==> config.mk <==
export PLATFORM = sky130hd
export DESIGN_NAME = sobel_frame_ctrl
export DESIGN_NICKNAME = d
export VERILOG_FILES = /design/src/rtl/sobel_pkg.sv /design/src/rtl/sobel_scan_cnt.sv /design/src/rtl/sobel_frame_ctrl.sv
export SDC_FILE = /design/constraint.sdc
export NUM_CORES = 1
export LEC_CHECK = 0
export CAP_MARGIN = 20
export CORE_MARGIN = 1
export CORE_UTILIZATION = 54
export CTS_BUF_LIST = sky130_fd_sc_hd__clkbuf_8
export DETAILED_ROUTE_END_ITERATION = 7
export HOLD_SLACK_MARGIN = 0.08
export PLACE_DENSITY = 0.95
export SETUP_SLACK_MARGIN = 0.5
export SLEW_MARGIN = 20
export SYNTH_ARGS = -nofsm -noshare
export SYNTH_HDL_FRONTEND = slang
export SYNTH_HIERARCHICAL = 1
export SYNTH_SLANG_ARGS = --single-unit
==> constraint.sdc <==
create_clock -name clk -period 4.4 [get_ports clk]
set_input_delay 0.88 -clock clk [delete_from_list [all_inputs] [get_ports clk]]
set_output_delay 0.88 -clock clk [all_outputs]
set_load 0.02 [all_outputs]
==> src/rtl/sobel_pkg.sv <==
// rtl/sobel_pkg.sv - shared state encoding and pixel classification for the sobel frame sequencer
// Contents: STATE_W, ST_IDLE..ST_DONE state codes, is_border() edge-pixel test.
package sobel_pkg;

  localparam int STATE_W = 3;

  localparam logic [STATE_W-1:0] ST_IDLE  = 3'd0;
  localparam logic [STATE_W-1:0] ST_GRAY  = 3'd1;
  localparam logic [STATE_W-1:0] ST_GAP   = 3'd2;
  localparam logic [STATE_W-1:0] ST_SOBEL = 3'd3;
  localparam logic [STATE_W-1:0] ST_FLUSH = 3'd4;
  localparam logic [STATE_W-1:0] ST_DONE  = 3'd5;

  // A pixel on the outer ring has no full 3x3 neighbourhood, so it is written as 0.
  function automatic logic is_border(input int row, input int col, input int w, input int h);
    return (row == 0) || (row == h - 1) || (col == 0) || (col == w - 1);
  endfunction

endpackage

==> src/rtl/sobel_scan_cnt.sv <==
// rtl/sobel_scan_cnt.sv - raster row/col/linear-address counter with enable, clear and last flag
// Ports: clk, rst (sync, active-high), clr (return to pixel 0), en (advance one pixel),
//        row/col (raster position, col fastest), addr (row*IMG_W+col), last (at final pixel).
module sobel_scan_cnt #(
  parameter int IMG_W  = 64,
  parameter int IMG_H  = 64,
  parameter int ADDR_W = 12
) (
  input  logic                       clk,
  input  logic                       rst,
  input  logic                       clr,
  input  logic                       en,
  output logic [$clog2(IMG_H)-1:0]   row,
  output logic [$clog2(IMG_W)-1:0]   col,
  output logic [ADDR_W-1:0]          addr,
  output logic                       last
);

  localparam int ROW_W = $clog2(IMG_H);
  localparam int COL_W = $clog2(IMG_W);

  logic col_end;

  assign col_end = (col == COL_W'(IMG_W - 1));
  assign last    = col_end && (row == ROW_W'(IMG_H - 1));

  // The linear address is stepped alongside row/col so no multiplier is needed.
  always_ff @(posedge clk) begin
    if (rst || clr) begin
      row  <= '0;
      col  <= '0;
      addr <= '0;
    end else if (en) begin
      if (last) begin
        row  <= '0;
        col  <= '0;
        addr <= '0;
      end else if (col_end) begin
        row  <= row + ROW_W'(1);
        col  <= '0;
        addr <= addr + ADDR_W'(1);
      end else begin
        col  <= col + COL_W'(1);
        addr <= addr + ADDR_W'(1);
      end
    end
  end

endmodule

==> src/rtl/sobel_frame_ctrl.sv <==
// rtl/sobel_frame_ctrl.sv - frame sequencer: gray pass, drain, sobel pass, drain, done
// Ports: clk, rst (sync, active-high), start (frame request, IDLE only), stall (scan hold);
//        gray_en/gray_addr (gray pass), sobel_en/border_en/sobel_row/sobel_col/sobel_addr
//        (sobel pass), busy, done (1-cycle pulse), state (debug), frame_cnt (completed frames).
module sobel_frame_ctrl
  import sobel_pkg::*;
#(
  parameter int IMG_W     = 64,
  parameter int IMG_H     = 64,
  parameter int ADDR_W    = 12,
  parameter int GRAY_LAT  = 2,
  parameter int SOBEL_LAT = 3
) (
  input  logic                       clk,
  input  logic                       rst,
  input  logic                       start,
  input  logic                       stall,
  output logic                       gray_en,
  output logic [ADDR_W-1:0]          gray_addr,
  output logic                       sobel_en,
  output logic                       border_en,
  output logic [$clog2(IMG_H)-1:0]   sobel_row,
  output logic [$clog2(IMG_W)-1:0]   sobel_col,
  output logic [ADDR_W-1:0]          sobel_addr,
  output logic                       busy,
  output logic                       done,
  output logic [STATE_W-1:0]         state,
  output logic [7:0]                 frame_cnt
);

  localparam int MAX_LAT = (GRAY_LAT > SOBEL_LAT) ? GRAY_LAT : SOBEL_LAT;
  localparam int LAT_W   = $clog2(MAX_LAT) + 1;

  logic [LAT_W-1:0] lat;
  logic             lat_zero;
  logic             scan_en;
  logic             scan_clr;
  logic             scan_last;
  logic             sobel_go;
  logic             on_border;

  assign lat_zero = (lat == '0);

  // The two passes never overlap, so one raster counter serves both.
  assign scan_en  = ((state == ST_GRAY) || (state == ST_SOBEL)) && !stall;
  assign scan_clr = ((state == ST_IDLE) && start) || ((state == ST_GAP) && lat_zero);

  sobel_scan_cnt #(
    .IMG_W  (IMG_W),
    .IMG_H  (IMG_H),
    .ADDR_W (ADDR_W)
  ) u_scan (
    .clk  (clk),
    .rst  (rst),
    .clr  (scan_clr),
    .en   (scan_en),
    .row  (sobel_row),
    .col  (sobel_col),
    .addr (sobel_addr),
    .last (scan_last)
  );

  assign gray_addr = sobel_addr;
  assign on_border = is_border(int'(sobel_row), int'(sobel_col), IMG_W, IMG_H);
  assign sobel_go  = (state == ST_SOBEL) && !stall;
  assign gray_en   = (state == ST_GRAY) && !stall;
  assign sobel_en  = sobel_go && !on_border;
  assign border_en = sobel_go && on_border;
  assign busy      = (state != ST_IDLE);
  assign done      = (state == ST_DONE);

  // GAP and FLUSH count down a loaded latency and ignore stall: the datapath drains regardless.
  always_ff @(posedge clk) begin
    if (rst) begin
      state     <= ST_IDLE;
      lat       <= '0;
      frame_cnt <= '0;
    end else begin
      case (state)
        ST_IDLE: begin
          if (start) state <= ST_GRAY;
        end
        ST_GRAY: begin
          if (!stall && scan_last) begin
            state <= ST_GAP;
            lat   <= LAT_W'(GRAY_LAT - 1);
          end
        end
        ST_GAP: begin
          if (lat_zero) state <= ST_SOBEL;
          else          lat   <= lat - LAT_W'(1);
        end
        ST_SOBEL: begin
          if (!stall && scan_last) begin
            state <= ST_FLUSH;
            lat   <= LAT_W'(SOBEL_LAT - 1);
          end
        end
        ST_FLUSH: begin
          if (lat_zero) state <= ST_DONE;
          else          lat   <= lat - LAT_W'(1);
        end
        ST_DONE: begin
          frame_cnt <= frame_cnt + 8'd1;
          state     <= ST_IDLE;
        end
        default: state <= ST_IDLE;
      endcase
    end
  end

endmodule

==> impl_results.md <==
* RePlAce Congestion at 0.839
* Worst VDD drop at 0.198 mV
* Clock power share at 48.9%
* Fin crit share at 74.6%
* Starting Density at 56.8%
* H-tree depth at 2
* RR Startpoint: state[0]
* DRC at 0
* Fin. max-slew vios at 0
* Core Util, Final at 73.0%
* Sw Ratio at 20.0%
* Worst hold start: frame_cnt[7]
* Worst Max-Slew Pin Slew at 595 ps
* Seq/Total Area, Yosys at 36.3%
* Reg2Reg Depth at 7
* Share of flip-flops with an asynchronous set or reset at 0%
* Critical Path Start Type: input pin
* Most numerous cell in the Yosys netlist: dfxtp_1
* RSZ-0062 raised after global routing: false
* Critical path fanouts, max at 6
* Final Hold Fails at 0
* Mapped cell area at 2100 sq um
* Hold endpoint: frame_cnt[7]
* CTS tree: done
* Vias/cell at 5.73
* Synth Area per Inst at 8.55 sq um
* Fmax at 305 MHz
* Cell variety after synth at 44
* Total Neg Setup Slack at 0 ps
* WHS Path Cells at 2
* Max incr delay on CP at 600 ps
* Nets@finish at 295
* Vias in the first global route at 1,721
* DR vias at 1,914
* Gate power share at 4.6%
* Net Switching at 0.151 mW
* Std cell rows at 22
* Worst setup EP type: output port
* Wire per inst at 14.0 um
* Starting DRT DRC Count at 137
* Reg clk slew, reported paths at 80 ps
* Die width at 64.3 um
* Total track usage at 24.3%
* Clk_lat worst skew at 290 ps
* Antenna violations before repair at 0
* Leading area contributor after synthesis: dfxtp_1
* Core Box Area at 3690 sq um
* Worst r2r dst: u_scan/addr[11]
* HP Class: reg2reg
* Area growth, synth to finish at 28.5%
* First-pass GRT wire length at 7800 um
* Yosys top cell area share at 36.3%
* Antenna-violating nets left at 0
* Seq cells post-synth at 38
* Ports at 56
* Worst Skew at 4.37 ps
* Final WL at 4660 um
* Share of power burned in registers at 46.5%
* Cells after Synth at 245
* Worst Path Required at 3520 ps
* Main flop type after synthesis: dfxtp_1
* Syn_nets at 255
* Minimum clock period at 3280 ps
* Commonest cells in the netlist: 38 x dfxtp_1, 29 x nor2_1, 14 x buf_4, 13 x xor2_1
* Post-synth EDFFs at 0
* Input/output buffers at 55
* Reg2reg setup slack at 2170 ps
* Internal Power at 0.602 mW
* Grt ovf at 0
* # diodes at 0
* Endpoints failing setup at 0
* Hold buffers post-CTS at 0
* Final HPWL DP at 3150 um
* Crit-path cells: clkdlybuf4s50_1 > nand3b_1 > and3b_1 > clkdlybuf4s50_1
* Die Span Y at 64.3 um
* Synth area leaders: dfxtp_1 36%, xor2_1 5.4%, nor2_1 5.2%
* Pin count of the biggest net entering global routing at 19
* Ys Warns at 6
* Max Cap Viol at 0
* Fraction of final layout cells sized beyond drive strength 1 at 5.59%
* Cell repeated most along the worst path: clkdlybuf4s50_1
* CTS resizes at 0
* Status: finished, final reports clean
* Crit-path slowest cell: clkdlybuf4s50_1
* Clock sink count at 38
* Lkg Pwr at 0.957 nW
* Pwr Density at 280 nW/um^2
* CTS Buffer Depth at 2
* Root buf cell: clkbuf_8
* Slew margin rel. at 60.3%
* CP Class: in2out
* Setup repair bufs after CTS at 0
* CP arrival at 2400 ps
* Drt first pass iters at 4
* Total CTS buffers at 5
* Die Footprint at 4130 sq um
-- flip-flops by register name, indices dropped and copies added (netlist names) --
name         cells
u_scan/col       6
u_scan/addr     12
frame_cnt        8
state            3
u_scan/row       6
lat              3
-- power by group through the flow --
stage                     registers [mW]  logic (mW)  clock network [mW]
final                              0.350      0.0345               0.368
after global routing               0.351      0.0371               0.389
after CTS                          0.350      0.0345               0.375
after detailed placement           0.358      0.0339                   0
after global placement             0.358      0.0333                   0
after floorplan                    0.357      0.0235                   0
-- layout by cell type, fill, tap and decap left out, drive strengths merged, types with 3 or more instances in the layout --
master | Yosys | routed
nor3 | 9 | 9
nand2 | 12 | 12
or3 | 5 | 5
o21ai | 5 | 5
nor4 | 3 | 3
o31ai | 3 | 3
nand4 | 10 | 10
ha | 6 | 6
and3 | 5 | 5
nand3b | 6 | 6
dfxtp | 38 | 38
clkbuf | 4 | 6
and2 | 4 | 4
inv | 8 | 8
xor2 | 13 | 13
nor2b | 4 | 4
mux2i | 3 | 3
nand2b | 6 | 6
and3b | 3 | 3
xnor2 | 9 | 9
nand3 | 10 | 10
clkdlybuf4s50 | 0 | 55
nor2 | 29 | 29
a21oi | 12 | 12
-- critical path, delay by kind of cell --
kind | cells | cell delay [ps]
buffers and inverters | 2 | 1070
and+or+nand+nor | 2 | 450
-- cell families after synthesis --
group | after synthesis | synth area share (%)
and+or+nand+nor | 114 | 30.1
DFF | 38 | 36.3
buffers and inverters | 31 | 9.25
AOI/OAI and AO/OA | 30 | 9.55
xor gates and xnor gates | 22 | 9.19
adders and majority gates | 6 | 3.58
muxes | 4 | 1.97
-- layer usage --
| metal | vias to the layer above | part of all wire [%] | wire [um] | track usage (%) |
|---|---|---|---|---|
| met1 | 915 | 44 | 2070 | 29.9 |
| met4 | 0 | 2.0 | 95 | 11.4 |
| li1 | 925 | - | - | - |
| met5 | - | 0 | 0 | 0 |
| met3 | 12 | 4.9 | 227 | 6.79 |
| met2 | 62 | 49 | 2270 | 38.8 |
-- metrics by stage --
stage                     instances  power, mW  cell area [sq um]  hold WS, ps  setup WS [ps]
after CTS                       334      0.759               2690          490           1100
final                           334      0.753               2690          488           1120
after global placement          326      0.392               2550          464           1150
after global routing            334      0.777               2690          507           1030
after detailed placement        326      0.392               2550          479           1110
after floorplan                 245      0.380               2100          493           2140
-- cell type report --
| class | instances | area (sq um) |
|---|---|---|
| clock buffer | 6 | 82.6 |
| clock inverter | 2 | 60.1 |
| fill | 282 | 996 |
| inverter | 8 | 30.0 |
| multi-input combinational | 176 | 1140 |
| sequential | 38 | 761 |
| tap | 48 | 60.1 |
| timing repair buffer | 56 | 558 |
-- worst max path at each step --
stage | start | end | cells past startpoint
global route | stall | sobel_en | 4
CTS | stall | sobel_en | 4
global placement | stall | sobel_en | 4
floorplan | stall | border_en | 2
detailed placement | stall | sobel_en | 4
finish | stall | sobel_en | 4
Power figures use the tool's default switching activity.
